--- config.mk ---
export PLATFORM = sky130hd
export DESIGN_NAME = lfsr_piece_bag
export DESIGN_NICKNAME = d
export VERILOG_FILES = /design/src/rtl/tetris_rand_pkg.sv /design/src/rtl/lfsr_galois.sv /design/src/rtl/lfsr_piece_bag.sv
export SDC_FILE = /design/constraint.sdc
export NUM_CORES = 1
export LEC_CHECK = 0
export CORE_ASPECT_RATIO = 0.5
export CORE_MARGIN = 5
export CORE_UTILIZATION = 50
export CTS_BUF_LIST = sky130_fd_sc_hd__clkbuf_4 sky130_fd_sc_hd__clkbuf_8
export DETAILED_ROUTE_END_ITERATION = 16
export PLACE_DENSITY = 0.83
export SLEW_MARGIN = 20
export SYNTH_ARGS = -nofsm -noshare
export SYNTH_HDL_FRONTEND = slang
export SYNTH_SLANG_ARGS = --single-unit
--- constraint.sdc ---
create_clock -name clk -period 3 [get_ports clk]
set_input_delay 0.45 -clock clk [delete_from_list [all_inputs] [get_ports clk]]
set_output_delay 0.45 -clock clk [all_outputs]
set_load 0.01 [all_outputs]
--- src/rtl/tetris_rand_pkg.sv ---
// Shared types and default constants for the LFSR-driven piece dealer.
package tetris_rand_pkg;

  typedef enum logic [2:0] {
    PieceI = 3'd0,
    PieceO = 3'd1,
    PieceT = 3'd2,
    PieceS = 3'd3,
    PieceZ = 3'd4,
    PieceJ = 3'd5,
    PieceL = 3'd6
  } piece_e;

  // x^16 + x^14 + x^13 + x^11 + 1
  localparam logic [15:0] DEFAULT_TAPS_16 = 16'hB400;
  localparam logic [15:0] DEFAULT_SEED_16 = 16'hACE1;

  typedef enum logic {
    StFill = 1'b0,
    StHold = 1'b1
  } deal_state_e;

endpackage

--- src/rtl/lfsr_galois.sv ---
// Right-shifting Galois LFSR with runtime load; a zero load falls back to SEED.
module lfsr_galois
  import tetris_rand_pkg::*;
#(
  parameter int unsigned   W    = 16,
  parameter logic [W-1:0]  TAPS = W'(DEFAULT_TAPS_16),
  parameter logic [W-1:0]  SEED = W'(DEFAULT_SEED_16)
) (
  input  logic         clk,
  input  logic         rst_n,
  input  logic         load,
  input  logic [W-1:0] load_val,
  output logic [W-1:0] q
);

  logic [W-1:0] q_q, q_d;

  always_comb begin
    if (load) begin
      // An all-zero state would lock the register up forever.
      q_d = (load_val == '0) ? SEED : load_val;
    end else begin
      q_d = (q_q >> 1) ^ (q_q[0] ? TAPS : '0);
    end
  end

  always_ff @(posedge clk) begin
    if (!rst_n) begin
      q_q <= SEED;
    end else begin
      q_q <= q_d;
    end
  end

  assign q = q_q;

endmodule

--- src/rtl/lfsr_piece_bag.sv ---
// 7-bag piece dealer: rejection-samples LFSR bits with a bounded-retry fallback and
// hands out one piece id per valid/ready handshake.
module lfsr_piece_bag
  import tetris_rand_pkg::*;
#(
  parameter int unsigned        LFSR_W     = 16,
  parameter logic [LFSR_W-1:0]  TAPS       = LFSR_W'(DEFAULT_TAPS_16),
  parameter logic [LFSR_W-1:0]  SEED       = LFSR_W'(DEFAULT_SEED_16),
  parameter int unsigned        NUM_PIECES = 7,
  parameter int unsigned        PIECE_W    = 3,
  parameter bit                 BAG_MODE   = 1'b1,
  parameter int unsigned        MAX_TRIES  = 8
) (
  input  logic               clk,
  input  logic               rst_n,
  input  logic               seed_load,
  input  logic [LFSR_W-1:0]  seed_in,
  input  logic               piece_ready,
  output logic               piece_valid,
  output logic [PIECE_W-1:0] piece_id,
  output logic [LFSR_W-1:0]  lfsr_out,
  output logic [3:0]         bag_left
);

  localparam int unsigned     AvailExtW = 2 ** PIECE_W;
  localparam int unsigned     CandW     = PIECE_W + 1;
  localparam int unsigned     TryW      = (MAX_TRIES > 1) ? $clog2(MAX_TRIES) : 1;
  localparam logic [TryW-1:0] TryLast   = TryW'(MAX_TRIES - 1);
  localparam logic [CandW-1:0] NumLim   = CandW'(NUM_PIECES);

  logic [LFSR_W-1:0]     lfsr;
  deal_state_e           state_q, state_d;
  logic                  valid_q, valid_d;
  logic [PIECE_W-1:0]    id_q, id_d;
  logic [TryW-1:0]       try_q, try_d;
  logic [NUM_PIECES-1:0] avail_q, avail_d, avail_left;
  logic [AvailExtW-1:0]  avail_ext;
  logic [PIECE_W-1:0]    cand, low_idx, deal_id;
  logic                  cand_ok, deal;

  lfsr_galois #(
    .W    (LFSR_W),
    .TAPS (TAPS),
    .SEED (SEED)
  ) u_lfsr (
    .clk      (clk),
    .rst_n    (rst_n),
    .load     (seed_load),
    .load_val (seed_in),
    .q        (lfsr)
  );

  // Candidate comes from the pre-step value, so a same-cycle seed load does not affect it.
  assign cand      = lfsr[PIECE_W-1:0];
  assign avail_ext = AvailExtW'(avail_q);
  assign cand_ok   = ({1'b0, cand} < NumLim) && (!BAG_MODE || avail_ext[cand]);

  // Lowest-index available piece, used once the retry budget runs out.
  always_comb begin
    low_idx = '0;
    for (int unsigned i = 0; i < NUM_PIECES; i++) begin
      if (avail_q[NUM_PIECES-1-i]) low_idx = PIECE_W'(NUM_PIECES - 1 - i);
    end
  end

  always_ff @(posedge clk) begin
    if (!rst_n) begin
      state_q <= StFill;
      valid_q <= 1'b0;
      id_q    <= '0;
      try_q   <= '0;
      avail_q <= '1;
    end else begin
      state_q <= state_d;
      valid_q <= valid_d;
      id_q    <= id_d;
      try_q   <= try_d;
      avail_q <= avail_d;
    end
  end

  always_comb begin
    state_d    = state_q;
    valid_d    = valid_q;
    id_d       = id_q;
    try_d      = try_q;
    avail_d    = avail_q;
    deal       = 1'b0;
    deal_id    = cand;
    avail_left = avail_q;
    case (state_q)
      StFill: begin
        if (cand_ok) begin
          deal = 1'b1;
        end else if (try_q == TryLast) begin
          deal    = 1'b1;
          deal_id = low_idx;
        end else begin
          try_d = try_q + TryW'(1);
        end
        if (deal) begin
          state_d = StHold;
          valid_d = 1'b1;
          id_d    = deal_id;
          try_d   = '0;
          if (BAG_MODE) begin
            for (int unsigned i = 0; i < NUM_PIECES; i++) begin
              if (deal_id == PIECE_W'(i)) avail_left[i] = 1'b0;
            end
            // Refill in the same edge so the bag never reads empty.
            avail_d = (avail_left == '0) ? '1 : avail_left;
          end
        end
      end
      StHold: begin
        if (piece_ready) begin
          valid_d = 1'b0;
          state_d = StFill;
        end
      end
      default: state_d = StFill;
    endcase
    // Seed load restarts the bag; it never retracts a piece already on offer.
    if (seed_load) begin
      avail_d = '1;
      try_d   = '0;
    end
  end

  always_comb begin
    piece_valid = valid_q;
    piece_id    = id_q;
    lfsr_out    = lfsr;
    bag_left    = '0;
    for (int unsigned i = 0; i < NUM_PIECES; i++) begin
      bag_left = bag_left + 4'(avail_q[i]);
    end
  end

endmodule

==> out/results.ini, run 1 <==
[run_status]
status = complete, but fails checks
violations = setup timing

[min_path]
hold_end = u_lfsr.q[7]
hold_path_depth = 1
hp-class = flop to flop
min_from = u_lfsr.q[8]

[logic_synthesis]
ys_types = 47
synth_nets = 201
yosys_register_bits = 31
yosysSeqAreaShare_pct = 36.7
syn_area_um2 = 1690
async_reset_ff_share_pct = 0
yosysWarningCount = 0
synth-edff-count = 0
synth_ff_type = dfxtp_1
syn_area_per_cell_um2 = 9.66
synthCells = 175

[grt]
grt_remaining_overflow = 0
antenna_found_initial = 0
grt_pass1_wl_um = 7420
grt_use_total_pct = 19.8
grt_max_degree = 19
grt_pass1_vias = 1578

[setup_path]
arrival_ns = 2.66
r2r_start = u_lfsr.q[0]
r2r_slack_ns = 0.25
worstPathRequired_ns = 2.55
worst_setup_path_end_kind = output port
r2r_cells = 7
r2r_end = avail_q[4]
critPathMaxFanout = 2
startpoint_type = flop
worstSetupPathType = flop to output port

[detailed_routing]
drc = 0
vias_per_cell = 5.95
drt_wl_total_um = 4470
ant_nets = 0
wl_per_cell_um = 17.0
vias = 1565
drt_pass1_iterations = 5
drt_iter0_drc = 47

[floorplanning]
die_h_um = 51.1
start_util_pct = 54.2
dieArea_um2 = 4710
core_um2 = 3120
ios = 44
dieWidth_um = 92.2
rows = 14

[pwr]
power_density_nw_per_um2 = 484
power_uw = 1100
vdd_drop_max_mv = 0.327
power.leakage_uw = 0.000899

[sta]
fin_ws_ns = -0.107
setup_violations = 1
fin_skew_ns = 0.00462
max_slew_margin_pct = 51.6
period_share_pct = 104
hold_violations = 0
totalNegativeSetupSlack_ns = -0.107
period_minus_slack_ns = 3.11
tightest_slew_ns = 0.725
rsz0062_at_grt = yes
slew_viol_final = 0
fmax_ghz = 0.322

[clock_tree]
h-tree-depth = 2
ctsRootBufferMaster = clkbuf_8
numCtsBuffers = 5
path_clk_slew_ns = 0.07
holdBufCountCts = 0
insertion_delay_ns = 0.29
clock_path_buffers = 2
cts_tree = yes
clock-sinks = 31

[final_layout]
nets = 248
fin_util_pct = 72.7
drive_gt1_share_pct = 14.3
area_growth_pct = 34.1
antenna_cells = 0

[place]
routabilityCongestion = 0.918
io_buffers = 42
hpwl_um = 3100

[run]
maxCapViolCount = 0

==> metrics by stage <==
stage	setup slack (ns)	cells	hold slack, ns	instance area [µm²]
global placement	-0.232	254	0.460	2140
CTS	-0.171	263	0.476	2260
detailed placement	-0.272	254	0.457	2140
floorplan	0.237	175	0.481	1690
global route	-0.213	263	0.500	2270
finish	-0.107	263	0.475	2270
==> state kept, by name, indices dropped and copies added, names as in the netlist <==
register and count:
piece_id 3, avail_q 7, piece_valid 1, u_lfsr.q 16
try_q 3, state_q 1
==> worst max path at each step <==
stage / cells past startpoint / slack, ns / end / start
finish: 9 / -0.11 / bag_left[1] / avail_q[0]
global route: 9 / -0.21 / bag_left[1] / avail_q[0]
CTS: 9 / -0.17 / bag_left[1] / avail_q[0]
detailed placement: 9 / -0.27 / bag_left[1] / avail_q[0]
global placement: 9 / -0.23 / bag_left[1] / avail_q[0]
floorplan: 8 / 0.24 / bag_left[1] / avail_q[0]
==> power by group <==
group | switching, µW | leakage [µW] | internal, µW
Sequential | 23.9 | 0.000256 | 438
Combinational | 94.0 | 0.000582 | 110
Clock | 161 | 0.0000612 | 268
Total | 279 | 0.000899 | 817
==> worst max-delay path, cell delays in order, from the launching register on <==
cell and delay (ns):
dfxtp_2 0.33, fa_1 0.53, inv_1 0.05, fa_1 0.47, inv_1 0.05, fa_2 0.32, inv_2 0.06, fa_1 0.39
inv_1 0.07, buf_6 0.10
==> routing by layer <==
layer / track usage (%) / wire length, µm
met1: 23.5 / 1890
met2: 32.5 / 2120
met3: 6.30 / 399
met4: 11.1 / 60
met5: 0 / 0
==> cell type report <==
class | count | area [µm²]
multi-input cells | 121 | 948
fillers | 236 | 851
flip-flops and latches | 31 | 622
repair buffers | 51 | 484
clock buffers | 6 | 82.6
well taps | 40 | 50.0
inverters | 12 | 45.0
clock inverters | 2 | 35.0
==> timing repair <==
action / 4_1_cts / 5_1_grt
resized for setup: 10 / 4
endpoints found under the setup margin: 3 / 2
hold endpoints to repair: 0 / 0
setup buffers: 1 / 0
==> cell families after synthesis <==
kind of cell	count (synthesis)	share of synthesized area (%)
xor gates and xnor gates	3	1.55
DFF	31	36.7
AOI/OAI and AO/OA	52	25.5
other	1	0.222
adders and majority gates	6	6.22
muxes	11	6.81
and+or+nand+nor	48	15.6
buffers and inverters	23	7.33
==> Yosys cell counts (all sizes together), types with 2 or more instances <==
cell,instances,share of area [%]
dfxtp,31,37
a21oi,13,3.8
inv,12,2.7
mux2i,10,5.9
nand4,10,3.7
nor2,10,2.2
o31ai,9,4.3
nor2b,8,3.0
o22a,8,4.2
nor4,7,2.6
buf,6,3.2
nand2,5,1.1
clkbuf,4,0.89
fa,4,4.7
o211a,3,1.8
o21ai,3,0.89
a22oi,2,0.89
a32o,2,1.2
a32oi,2,1.9
ha,2,1.5
xor2,2,1.0
==> cell usage in the layout (no fill, tap or decap), types with 2 or more instances in the layout <==
master / n
clkdlybuf4s50_1: 39
dfxtp_1: 30
a21oi_1: 13
inv_1: 11
nand4_1: 10
mux2i_1: 10
nor2_1: 10
buf_4: 9
nor2b_1: 8
o31ai_1: 8
nor4_1: 7
o22a_1: 7
clkbuf_8: 6
nand2_1: 5
o211a_1: 3
o21ai_0: 3
fa_1: 3
xor2_1: 2
a22oi_1: 2
a32oi_2: 2
a32o_1: 2
ha_1: 2
Power figures use the tool's default switching activity.
==> run 2: changes to the inputs <==
- SKIP_LAST_GASP: unset -> 1
==> run 2 against run 1 <==
Net effect: the flow still finishes with violations (setup timing); sequential power hardly changed; total power hardly changed; critical endpoint unchanged; non-clock buffer count unchanged; critical path depth is the same; combinational power barely moved; maximum frequency hardly changed; worst hold slack barely moved; first-iteration DRC count unchanged; worst setup slack about the same; die area is the same; final cell count stayed put; critical path type unchanged.
==> out/results.ini, run 2 (synthesized netlist as in run 1, its figures left out) <==
[run_status]
status = complete, but fails checks
violations = setup timing

[pwr]
p_comb_share_pct = 18.6  ; about the same
p_clk_share_pct = 39.2  ; about the same
power_frac_seq_pct = 42.2  ; about the same
p_sw_uw = 279  ; about the same
power.leakage_uw = 0.000898  ; -0.15%
vdd_drop_max_mv = 0.327  ; about the same
sw_frac_of_total_pct = 25.5  ; about the same
internal-power_uw = 817  ; about the same
power_density_nw_per_um2 = 484  ; about the same

[run]
maxCapViolCount = 0  ; unchanged

[sta]
tightest_slew_ns = 0.726  ; +0.000274 ns
fin_skew_ns = 0.00475  ; +0.000132 ns
slew_viol_final = 0  ; unchanged
setup_violations = 1  ; unchanged
period_share_pct = 104  ; about the same
holdWs_ns = 0.475  ; -0.000126 ns
rsz0062_at_grt = yes
fin_ws_ns = -0.108  ; -0.000436 ns
max_slew_margin_pct = 51.6  ; about the same
period_minus_slack_ns = 3.11  ; +0.000436 ns
fmax_ghz = 0.322  ; about the same
hold_violations = 0  ; unchanged

[setup_path]
arrival_ns = 2.66  ; about the same
crit_chain = fa_1, inv_1, fa_1, inv_1, fa_2, inv_2, fa_1, inv_1, buf_6
startpoint_type = flop
slowest_stage = fa_1
path_buf_inv = 5  ; unchanged
worstSetupPathType = flop to output port
r2r_cells = 7  ; unchanged
worstPathRequired_ns = 2.55  ; about the same
critPathMaxFanout = 2  ; unchanged
slowest_delay_ns = 0.53  ; about the same
worst_setup_path_end_kind = output port
crit_cells = 9  ; unchanged
path_delay_family = adder cells

[floorplanning]
dieWidth_um = 92.2  ; unchanged
rows = 14  ; unchanged
ios = 44  ; unchanged
die_h_um = 51.1  ; unchanged
dieArea_um2 = 4710  ; unchanged
core_um2 = 3120  ; unchanged
start_util_pct = 54.2  ; unchanged

[grt]
grt_pass1_wl_um = 7420  ; unchanged
grt_max_degree = 19  ; unchanged
grt_use_total_pct = 19.8  ; unchanged
antenna_found_initial = 0  ; unchanged
grt_pass1_vias = 1576  ; -0.13%
grt_remaining_overflow = 0  ; unchanged

[clock_tree]
clock_path_buffers = 2  ; unchanged
holdBufCountCts = 0  ; unchanged
h-tree-depth = 2  ; unchanged
ctsRootBufferMaster = clkbuf_8
numCtsBuffers = 5  ; unchanged
clock-sinks = 31  ; unchanged
cts_tree = yes
path_clk_slew_ns = 0.07  ; about the same
insertion_delay_ns = 0.29  ; about the same

[detailed_routing]
vias = 1565  ; unchanged
drt_pass1_iterations = 5  ; unchanged
drt_wl_total_um = 4460  ; -0.27%
wl_per_cell_um = 17.0  ; -0.27%
drt_iter0_drc = 47  ; unchanged
drc = 0  ; unchanged
ant_nets = 0  ; unchanged
vias_per_cell = 5.95  ; unchanged

[final_layout]
layout_common_cells = 39 x clkdlybuf4s50_1, 30 x dfxtp_1, 13 x a21oi_1
nets = 248  ; unchanged
final_common_cell = clkdlybuf4s50_1
antenna_cells = 0  ; unchanged
largest_register_ffs = 16  ; unchanged
stdcell_area_um2 = 2270  ; about the same
area_growth_pct = 34.0  ; about the same
drive_gt1_share_pct = 14.3  ; unchanged

[min_path]
hold_path_depth = 1  ; unchanged
hp-class = flop to flop

[place]
io_buffers = 42  ; unchanged
hpwl_um = 3100  ; unchanged
postPlaceCellArea_um2 = 2140  ; unchanged
routabilityCongestion = 0.918  ; unchanged

-- run 2: changes by cell type in the layout (fill, tap and decap cells not counted), sizes merged --
cell and delta:
clkdlybuf4s15 -1, dlygate4sd2 +1
-- run 2: worst paths after layout --
kind / to / slack, ns / from
max reg2reg: avail_q[4] / 0.24 / u_lfsr.q[0]
min reg2reg: u_lfsr.q[7] / 0.48 / u_lfsr.q[8]
max: bag_left[1] / -0.11 / avail_q[0]
min: u_lfsr.q[7] / 0.48 / u_lfsr.q[8]
-- run 2: per-stage QoR --
step / power [µW] / utilization, % / setup slack [ns] / cells / TNS [ns]
2_1_floorplan: 577 / - / 0.237 / 175 / 0
3_3_place_gp: 668 / 68.7 / -0.232 / 254 / -0.232
3_5_place_dp: 672 / 68.7 / -0.272 / 254 / -0.272
4_1_cts: 1100 / 72.4 / -0.171 / 263 / -0.171
5_1_grt: 1140 / 72.7 / -0.213 / 263 / -0.249
6_report: 1100 / 72.7 / -0.108 / 263 / -0.108
-- run 2: layer usage --
metal	global-route usage, %	vias to the layer above	routed length, µm
li1	-	742	-
met1	23.5	745	1870
met2	32.5	72	2110
met3	6.30	6	421
met4	11.1	0	60
met5	0	-	0
-- run 2: area by class of cell --
cell class | count | area [µm²]
clock buffers | 6 | 82.6
clock inverters | 2 | 35.0
fillers | 237 | 852
inverters | 12 | 45.0
multi-input cells | 121 | 948
flip-flops and latches | 31 | 622
well taps | 40 | 50.0
repair buffers | 51 | 483
-- run 2: power by group through the flow --
stage	clock network, µW	logic [µW]	registers [µW]
final	430	204	462
after detailed placement	0	202	471
after global placement	0	198	470
after global routing	458	219	467
after CTS	436	204	462
after floorplan	0	102	475
-- run 2: worst reg2reg max path, delay by kind of cell (launching register included) --
kind,cells,cell delay (ns)
AOI/OAI and AO/OA,4,1.33
DFF,1,0.63
and+or+nand+nor,3,0.67
-- run 2: timing repair --
| action | 4_1_cts | 5_1_grt |
|---|---|---|
| pin swaps | 0 | 0 |
| gates resized for setup | 10 | 3 |
| buffers inserted | 1 | 0 |
| setup endpoints to repair | 3 | 2 |
